**src/rtl/time_of_day_counter_if.sv**
```systemverilog
// Time-of-day output bundle.
// Carries the binary seconds/minutes/hours produced by time_of_day_counter.
//   seconds : 7 bits, 0..59 (bit 6 always 0)
//   minutes : 6 bits, 0..59
//   hours   : 5 bits, 0..HOURS_PER_DAY-1
// Modports:
//   master : the counter, drives all three fields
//   slave  : a consumer (display / timestamp logic), reads all three fields
interface time_of_day_counter_if;
  logic [6:0] seconds;
  logic [5:0] minutes;
  logic [4:0] hours;

  modport master (output seconds, output minutes, output hours);
  modport slave  (input  seconds, input  minutes, input  hours);
endinterface

```
**src/rtl/time_of_day_counter.sv**
```systemverilog
// 24-hour (parameterisable) time-of-day counter.
// A prescaler divides clk by TICKS_PER_SEC to form a one-second tick; the tick
// advances seconds, which cascade into minutes and hours within the same edge.
// Ports:
//   clk   : system clock, all state updates on the rising edge
//   reset : asynchronous, active-high; clears time and prescaler phase
//   tod   : time_of_day_counter_if.master, registered seconds/minutes/hours
// Parameters:
//   TICKS_PER_SEC : clk edges per one-second advance (>= 1)
//   HOURS_PER_DAY : hour modulus (1..32)
module time_of_day_counter #(
  parameter int TICKS_PER_SEC = 1,
  parameter int HOURS_PER_DAY = 24
) (
  input  logic                          clk,
  input  logic                          reset,
  time_of_day_counter_if.master         tod
);

  // Prescaler needs at least one bit even when it never counts.
  localparam int PW = (TICKS_PER_SEC > 1) ? $clog2(TICKS_PER_SEC) : 1;
  localparam logic [PW-1:0] PRE_MAX  = PW'(TICKS_PER_SEC - 1);
  localparam logic [PW-1:0] PRE_ONE  = PW'(1);
  localparam logic [PW-1:0] PRE_ZERO = PW'(0);
  localparam logic [4:0]    HOUR_MAX = 5'(HOURS_PER_DAY - 1);

  logic [PW-1:0] presc_r;
  logic [6:0]    sec_r;
  logic [5:0]    min_r;
  logic [4:0]    hour_r;

  logic [PW-1:0] presc_nxt_s;
  logic [6:0]    sec_nxt_s;
  logic [5:0]    min_nxt_s;
  logic [4:0]    hour_nxt_s;
  logic          tick_s;
  logic          min_carry_s;
  logic          hour_carry_s;

  // Next-state logic: prescaler, then the seconds -> minutes -> hours carry chain.
  // Limits are compared with >= so a corrupted value falls back to 0 on its next
  // rollover instead of running through the unused code space.
  always_comb begin
    presc_nxt_s  = presc_r;
    sec_nxt_s    = sec_r;
    min_nxt_s    = min_r;
    hour_nxt_s   = hour_r;
    min_carry_s  = 1'b0;
    hour_carry_s = 1'b0;

    tick_s = (presc_r >= PRE_MAX);

    if (tick_s) begin
      presc_nxt_s = PRE_ZERO;
    end else begin
      presc_nxt_s = presc_r + PRE_ONE;
    end

    if (tick_s) begin
      if (sec_r >= 7'd59) begin
        sec_nxt_s   = 7'd0;
        min_carry_s = 1'b1;
      end else begin
        sec_nxt_s = sec_r + 7'd1;
      end
    end else begin
      sec_nxt_s = sec_r;
    end

    if (min_carry_s) begin
      if (min_r >= 6'd59) begin
        min_nxt_s    = 6'd0;
        hour_carry_s = 1'b1;
      end else begin
        min_nxt_s = min_r + 6'd1;
      end
    end else begin
      min_nxt_s = min_r;
    end

    if (hour_carry_s) begin
      if (hour_r >= HOUR_MAX) begin
        hour_nxt_s = 5'd0;
      end else begin
        hour_nxt_s = hour_r + 5'd1;
      end
    end else begin
      hour_nxt_s = hour_r;
    end
  end

  // State registers; reset discards both the time and the prescaler phase.
  always_ff @(posedge clk or posedge reset) begin
    if (reset) begin
      presc_r <= PRE_ZERO;
      sec_r   <= 7'd0;
      min_r   <= 6'd0;
      hour_r  <= 5'd0;
    end else begin
      presc_r <= presc_nxt_s;
      sec_r   <= sec_nxt_s;
      min_r   <= min_nxt_s;
      hour_r  <= hour_nxt_s;
    end
  end

  assign tod.seconds = sec_r;
  assign tod.minutes = min_r;
  assign tod.hours   = hour_r;

endmodule

```
**src/flat_wrapper.sv**
```systemverilog
// flat-port wrapper written by rule: the top's interface ports become plain ports
module time_of_day_counter_flat 
#(
  parameter int TICKS_PER_SEC = 1,
  parameter int HOURS_PER_DAY = 24
)
  (clk, reset, tod_seconds, tod_minutes, tod_hours);
  time_of_day_counter_if tod_i ();
  input  logic clk;
  input  logic reset;
  output wire logic [$bits(tod_i.seconds)-1:0] tod_seconds;
  output wire logic [$bits(tod_i.minutes)-1:0] tod_minutes;
  output wire logic [$bits(tod_i.hours)-1:0] tod_hours;
  assign tod_seconds = tod_i.seconds;
  assign tod_minutes = tod_i.minutes;
  assign tod_hours = tod_i.hours;
  time_of_day_counter #(.TICKS_PER_SEC(TICKS_PER_SEC), .HOURS_PER_DAY(HOURS_PER_DAY)) u_core (.clk(clk), .reset(reset), .tod(tod_i));
endmodule
```
**config.mk**
```make
export PLATFORM = sky130hd
export DESIGN_NAME = time_of_day_counter_flat
export DESIGN_NICKNAME = d
export VERILOG_FILES = /design/src/rtl/time_of_day_counter_if.sv /design/src/rtl/time_of_day_counter.sv /design/src/flat_wrapper.sv
export SDC_FILE = /design/constraint.sdc
export NUM_CORES = 1
export LEC_CHECK = 0
export CORE_UTILIZATION = 45
export CTS_CLUSTER_SIZE = 28
export DETAILED_ROUTE_END_ITERATION = 16
export PLACE_DENSITY_LB_ADDON = 0.1
export SYNTH_ARGS = -nofsm -noshare
export SYNTH_HDL_FRONTEND = slang
export SYNTH_SLANG_ARGS = --single-unit
```
**constraint.sdc**
```tcl
create_clock -name clk -period 4.5 [get_ports clk]
set_clock_uncertainty 0.1 [all_clocks]
set_input_delay 1.35 -clock clk [delete_from_list [all_inputs] [get_ports clk]]
set_output_delay 1.35 -clock clk [all_outputs]
set_load 0.005 [all_outputs]
```
Word-level counts from Yosys, hierarchy flattened
Cells that the tools add are included.
Widths: inputs -> output; s select.

storage, ports and cells
  output and inout port bits = 18
  word-level logic and storage cells = 20
  input bits = 2
  bits in registers = 19

cells by class
  mux-type cells = 8
  add/sub/neg operators = 4
  magnitude comparators = 4

operators by type and width
  kind                 count
  $add 7x1->7 const B  1
  $ge 7x6->1 const B   1
  $mux 7               1
  $add 6x1->6 const B  1
  $ge 6x6->1 const B   1
  $mux 6               1
  $add 5x1->5 const B  1
  $ge 5x5->1 const B   1
  $mux 1               5
  $mux 5               1
  $add 1x1->1 const B  1
  $ge 1x1->1 const B   1

Depth between registers and ports, before layout
Gate-level depths: netlist of run 1.

  word-level depth = 4
  mapped depth = 6
  mapped depth without buffers = 5

Worst setup path after synthesis of run 1
No wires, ideal clock.

  path kind = register to output
  start = reg u_core.hour_r[2], in the netlist u_core.tod.hours[2]
  end = out tod_hours[2]
  arrival time = 460 ps
  stages on the path, launching flop included = 1
  buffers on the path = 0
  required time = 3050 ps
  slack = 2590 ps
  cells stage by stage = dfrtp_1

RTL lines
  item                    RTL line                    RTL
  from (decl)             time_of_day_counter.sv:30   logic [4:0] hour_r;
  from (signal assigned)  time_of_day_counter.sv:103  hour_r <= hour_nxt_s;
  to (decl)               flat_wrapper.sv:13          output wire logic [$bits(tod_i.hours)-1:0] tod_hours;

No word-level cell between the ends.

Worst setup path in the final report of run 1
  start = reg u_core.hour_r[2], in the netlist u_core.tod.hours[2]
  end = out tod_hours[2]

No word-level cell between the ends.

==> run metrics, run 1 <==
register area roughly 450 sq um; TritonCTS clock tree built; global-route wire length before repair between 2000 and 3000 microns; RR Endpoint u_core.tod.minutes[2]; Async SR Flop Fraction 1.00; count of different cell masters after synthesis 31; FF-to-FF path depth 5; die height 47.2 microns; status finished clean; leakage 0.496 nW; IO Count 20; Final Net Count 114; CP max FO 8; CP delay by family, top buffers and inverters; flops & latches, synth 18; DRC 0; Iteration-0 DRC Markers 15; DP Wirelength between 1000 and 1500 microns; Internal 0.000314 W; WP depth 1; PostCTS Resize Cnt 0; Worst Path Required a little over 3000 ps; Clock Power Share 0.216; Peak VDD IR roughly 0.00025 V; Slew @ Worst Pin 649 ps; switch share 0.312; crit path capture tod_hours[2]; XOR/XNOR Fraction of Synth Area 0.0286; CTS max path bufs 2; EDFF count, synth 0; initial core utilization 0.504; Vias between 700 and 800; leading cell type in the layout, fill and taps excluded clkdlybuf4s50_1; Filler cells 160; PortBufs 19; combinational family with the most area after synthesis compound AO/OA/AOI/OAI gates; Reg2Reg Launch Point u_core.tod.seconds[0]; register area share after synthesis 0.490; die footprint between 0.002 and 0.0025 sq mm; Synth Area in Simple Gates 0.158; RSZ-0062 raised after global routing false; crit path cell chain clkdlybuf4s50_1; wire per inst ~14 microns; CTS root buf clkbuf_4; sequential share of power 0.511; MaxCap Viol Count 0; clk_lat worst skew 290 ps; post-CTS setup buffers 0; CP arrival between 1000 and 1500 ps; # rows 15; YS warnings 0; die width roughly 47 microns; multiplexer share of the synthesized area 0; Antenna Nets Post-Route 0; pin count of the biggest net entering global routing 19; Syn Area/Cell 10.6 sq um; CP bufs+invs 1; compound-cell area share of the yosys netlist 0.243; crit end category primary output; via/cell ratio between 5 and 6; Worst path max stage delay 560 ps; Design Area, Final approximately 0.0012 sq mm; Max transition margin 0.563; Layout Area Growth over Synthesis 26.0%; syn nets 92; WL final 1820 microns; Reg2Reg Setup Slack ~2400 ps; area occupied by multi-input gates about 450 sq um; gr usage total 0.193; last weighted congestion value of the routability-driven placer 0.793; share of cells above drive strength 1 0.0741; Core Region ~0.0018 sq mm; startpoint types flip-flop; GRT overflow 0; H-tree levels 1; cell with the largest stage delay on the worst path clkdlybuf4s50_1; Comb pwr share 0.272; ys flop type dfrtp_1; PwrDens just under 400 mW/mm^2; Crit. Startpoint u_core.tod.hours[2]; Max Transition Viols Final 0; Clock transition at path regs approximately 100 ps; CTS buffer count 3; CTS Hold Bufs 0; vias in the first global route ~620; clock sink total 18; # setup viols final 0; setup tns final 0 ps; Post-Synth Adder-Cell Area 0.0518; Fin. Hold Viols 0; min Tclk post-route 2820 ps; final critical-path share of the clock period 0.626; cell count after synthesis slightly below 90; most frequent cells in the layout 19 x clkdlybuf4s50_1, 18 x dfrtp_1, 12 x o21ai_0; Net Sw Power about 0.00014 W; Synth Cell Area roughly 920 sq um; Area after DPL ~0.0011 sq mm; initial antenna violation count 0; Max Clock Freq around 350 MHz; TritonRoute pass-1 iters 4; WS Path Type flip-flop to primary output; Hold Crit Class flip-flop to flip-flop; ANT cells 0
==> routing by layer <==
| layer | share of wire | GRT usage | up-vias |
|---|---|---|---|
| met1 | 0.51 | 0.292 | 359 |
| met4 | 0.0066 | 0.0514 | 0 |
| met5 | 0 | 0 | - |
| li1 | - | - | 373 |
| met2 | 0.44 | 0.267 | 20 |
| met3 | 0.048 | 0.0577 | 2 |
==> cell usage after synthesis (2+ instances only) <==
cell type | count | area share
o21ai_0 | 12 | 0.065
o211ai_1 | 2 | 0.016
nor2_1 | 8 | 0.033
and3_1 | 3 | 0.020
dfrtp_1 | 18 | 0.49
nand3_1 | 4 | 0.022
ha_1 | 3 | 0.041
xor2_1 | 2 | 0.019
nand2_1 | 8 | 0.033
o31ai_1 | 2 | 0.016
nand4b_1 | 2 | 0.019
a211o_1 | 3 | 0.029
a31oi_1 | 2 | 0.014
==> sequential cells by signal, summed over array words and instances (netlist names) <==
register            cells
u_core.tod.minutes      6
u_core.tod.seconds      7
u_core.tod.hours        5
==> how the worst min path moves through the flow <==
stage,from,endpoint,depth (start not counted)
4_1_cts,u_core.tod.minutes[1],u_core.tod.minutes[1],2
5_1_grt,u_core.tod.minutes[1],u_core.tod.minutes[1],2
3_3_place_gp,u_core.tod.minutes[1],u_core.tod.minutes[1],2
6_report,u_core.tod.minutes[1],u_core.tod.minutes[1],2
2_1_floorplan,u_core.tod.minutes[1],u_core.tod.minutes[1],2
3_5_place_dp,u_core.tod.minutes[1],u_core.tod.minutes[1],2
==> metrics by stage <==
step / setup slack [ps] / hold WS, ps / utilization / total power (W) / cells
floorplan: 2590 / 396 / - / 0.000288 / 87
detailed placement: 2020 / 434 / 0.616 / 0.000361 / 129
global route: 1620 / 484 / 0.636 / 0.000487 / 133
finish: 1680 / 447 / 0.636 / 0.000456 / 133
CTS: 1690 / 461 / 0.636 / 0.000461 / 133
global placement: 2030 / 399 / 0.616 / 0.000357 / 129
==> power groups by stage <==
stage                     clock (W)  sequential [W]  combinational (W)
after CTS                  0.000101        0.000232           0.000127
after global routing       0.000108        0.000238           0.000142
after detailed placement          0        0.000234           0.000127
after global placement            0        0.000232           0.000124
final                     0.0000988        0.000233           0.000124
after floorplan                   0        0.000228          0.0000597
==> cells by family (layout without fill, tap and decap cells) <==
logic type / after synthesis / count (layout)
xor gates and xnor gates: 3 / 3
AOI/OAI and AO/OA: 29 / 29
buffers and inverters: 3 / 24
and+or+nand+nor: 29 / 29
DFF: 18 / 18
adders and majority gates: 4 / 4
other: 1 / 1
==> final cells by class <==
type / instances / share of cell area
Multi-Input combinational cell: 66 / 0.385
Inverter: 1 / 0.00324
Tap cell: 25 / 0.0270
Sequential cell: 18 / 0.389
Timing Repair Buffer: 19 / 0.164
Clock buffer: 4 / 0.0314
==> tightest hold or removal path: stages, from the launching register on <==
cell and delay, ps:
dfrtp_1 400, nand2_1 60, nand2_1 50
Note: power is estimated with default switching activity, not from simulation.
==> run 2: changes to the inputs <==
Clock period 4.5 ns to 2.63 ns, I/O delays scaled along.
==> run metrics, run 2 (same netlist as run 1, synthesis figures left out) <==
CP max FO 8 (unchanged); cell with the largest stage delay on the worst path clkdlybuf4s50_1; final setup margin 390 ps (-1290 ps); wire per inst 14.0 microns (+1.9%); Vias 765 (+1.5%); initial antenna violation count 0 (unchanged); RR Endpoint u_core.tod.minutes[2]; Internal 0.000508 W (+62%); # rows 15 (unchanged); WL final 1860 microns (+1.9%); post-CTS setup buffers 0 (unchanged); TritonRoute pass-1 iters 4 (unchanged); most frequent cells in the layout 19 x clkdlybuf4s50_1, 18 x dfrtp_1, 12 x o21ai_0; GRT overflow 0 (unchanged); DRC 0 (unchanged); PortBufs 19 (unchanged); die footprint 0.00223 sq mm (unchanged); Worst path max stage delay 560 ps (about the same); via/cell ratio 5.75 (+1.5%); TritonCTS clock tree built; CTS buffer count 3 (unchanged); die width 47.2 microns (unchanged); Max Clock Freq between 400 and 500 MHz; Peak VDD IR 0.000485 V (+91%); DP Wirelength 1280 microns (+1.6%); last weighted congestion value of the routability-driven placer 0.843 (+6.3%); WS Path Type flip-flop to primary output; CP delay by family, top buffers and inverters; crit path cell chain clkdlybuf4s50_1; Final Net Count 115 (+0.88%); Clock transition at path regs 90 ps (about the same); Reg2Reg Launch Point u_core.tod.seconds[0]; global-route wire length before repair 2950 microns (+1.7%); HP Start u_core.tod.minutes[1]; MaxCap Viol Count 0 (unchanged); hold depth 2 (unchanged); leading cell type in the layout, fill and taps excluded clkdlybuf4s50_1; Worst Hold Path EP u_core.tod.minutes[1]; Reg2Reg Setup Slack 640 ps (-1780 ps); final core occ 0.632 (-0.00344); CP bufs+invs 1 (unchanged); Slew @ Worst Pin 625 ps (-23.2 ps); Filler cells 161 (+0.63%); CTS max path bufs 2 (unchanged); # setup viols final 0 (unchanged); PwrDens 646 mW/mm^2 (+64%); min Tclk post-route between 2000 and 2500 ps; sequential share of power 0.534 (+0.023); FF-to-FF path depth 5 (unchanged); Fin. Hold Viols 0 (unchanged); Antenna Nets Post-Route 0 (unchanged); leakage 0.493 nW (-0.48%); status finished clean; register area 450 sq um (unchanged); Layout Area Growth over Synthesis 25.3%; final critical-path share of the clock period 0.852; Clock Power Share 0.175 (-0.041); Hold Crit Class flip-flop to flip-flop; ANT cells 0 (unchanged); Setup WS pre-CTS 638 ps (-1380 ps); area occupied by multi-input gates 445 sq um (unchanged); initial core utilization 0.504 (unchanged); Comb pwr share 0.291 (+0.019); CP arrival 1350 ps (-20 ps); CTS Hold Bufs 0 (unchanged); crit end category primary output; setup tns final 0 ps (unchanged); WHS 461 ps (+14.1 ps); Core Region 0.00182 sq mm (unchanged); vias in the first global route 649 (+4.8%); CTS root buf clkbuf_4; max FFs per register 7 (unchanged); clock sink total 18 (unchanged); share of cells above drive strength 1 0.0741 (unchanged); IO Count 20 (unchanged); pin count of the biggest net entering global routing 19 (unchanged); switch share 0.316 (+0.00468); Net Sw Power 0.000235 W (+65%); Iteration-0 DRC Markers 13 (-2); die height 47.2 microns (unchanged); PostCTS Resize Cnt 0 (unchanged); Max Transition Viols Final 0 (unchanged); startpoint types flip-flop; Max transition margin 0.579 (+0.0156); H-tree levels 1 (unchanged); RSZ-0062 raised after global routing false; clk_lat worst skew 280 ps (about the same); Worst Path Required 1740 ps (-1310 ps); gr usage total 0.189 (-0.00351)
==> run 2: changes by cell type in the layout (fill, tap and decap cells not counted), sizes merged <==
cell and change:
buf +1, clkbuf -1
==> run 2: area by class of cell <==
class                      instances  area share
sequential                        18       0.391
multi-input combinational         66       0.387
timing repair buffer              20       0.172
tap                               25      0.0272
clock buffer                       3      0.0196
inverter                           1     0.00326
==> run 2: power groups by stage <==
stage | clock (W) | sequential (W) | combinational (W)
2_1_floorplan | 0 | 0.000390 | 0.000102
3_3_place_gp | 0 | 0.000399 | 0.000217
3_5_place_dp | 0 | 0.000400 | 0.000217
4_1_cts | 0.000135 | 0.000395 | 0.000220
5_1_grt | 0.000144 | 0.000406 | 0.000245
6_report | 0.000130 | 0.000397 | 0.000217
==> run 2: stage by stage <==
stage | cells | area [sq um] | total power [W]
detailed placement | 130 | 1130 | 0.000617
global placement | 130 | 1130 | 0.000616
CTS | 133 | 1150 | 0.000751
finish | 133 | 1150 | 0.000743
global route | 133 | 1150 | 0.000795
floorplan | 87 | 918 | 0.000493
==> run 2: worst reg2reg max path: cells and delay by family (launching register included) <==
kind | cells | cell delay, ps
DFF | 1 | 450
and+or+nand+nor | 1 | 110
AOI/OAI and AO/OA | 3 | 980
adders and majority gates | 1 | 260
==> run 2: worst max path at each step <==
stage                                     start               endpoint  slack [ps]  cells after the start
after floorplan           u_core.tod.seconds[0]    u_core.tod.hours[2]         890                      6
after global placement    u_core.tod.seconds[0]  u_core.tod.minutes[2]         700                      5
after detailed placement  u_core.tod.seconds[0]  u_core.tod.minutes[2]         640                      5
after CTS                   u_core.tod.hours[2]           tod_hours[2]         380                      1
after global routing        u_core.tod.hours[2]           tod_hours[2]         330                      1
final                       u_core.tod.hours[2]           tod_hours[2]         390                      1
==> run 2: layer usage <==
| layer | wire [microns] | global-route usage | share of wire | vias up |
|---|---|---|---|---|
| met1 | 968 | 0.276 | 0.52 | 363 |
| met4 | 19 | 0.0571 | 0.010 | 0 |
| met5 | 0 | 0 | 0 | - |
| met2 | 781 | 0.278 | 0.42 | 27 |
| li1 | - | - | - | 373 |
| met3 | 90 | 0.0462 | 0.048 | 2 |
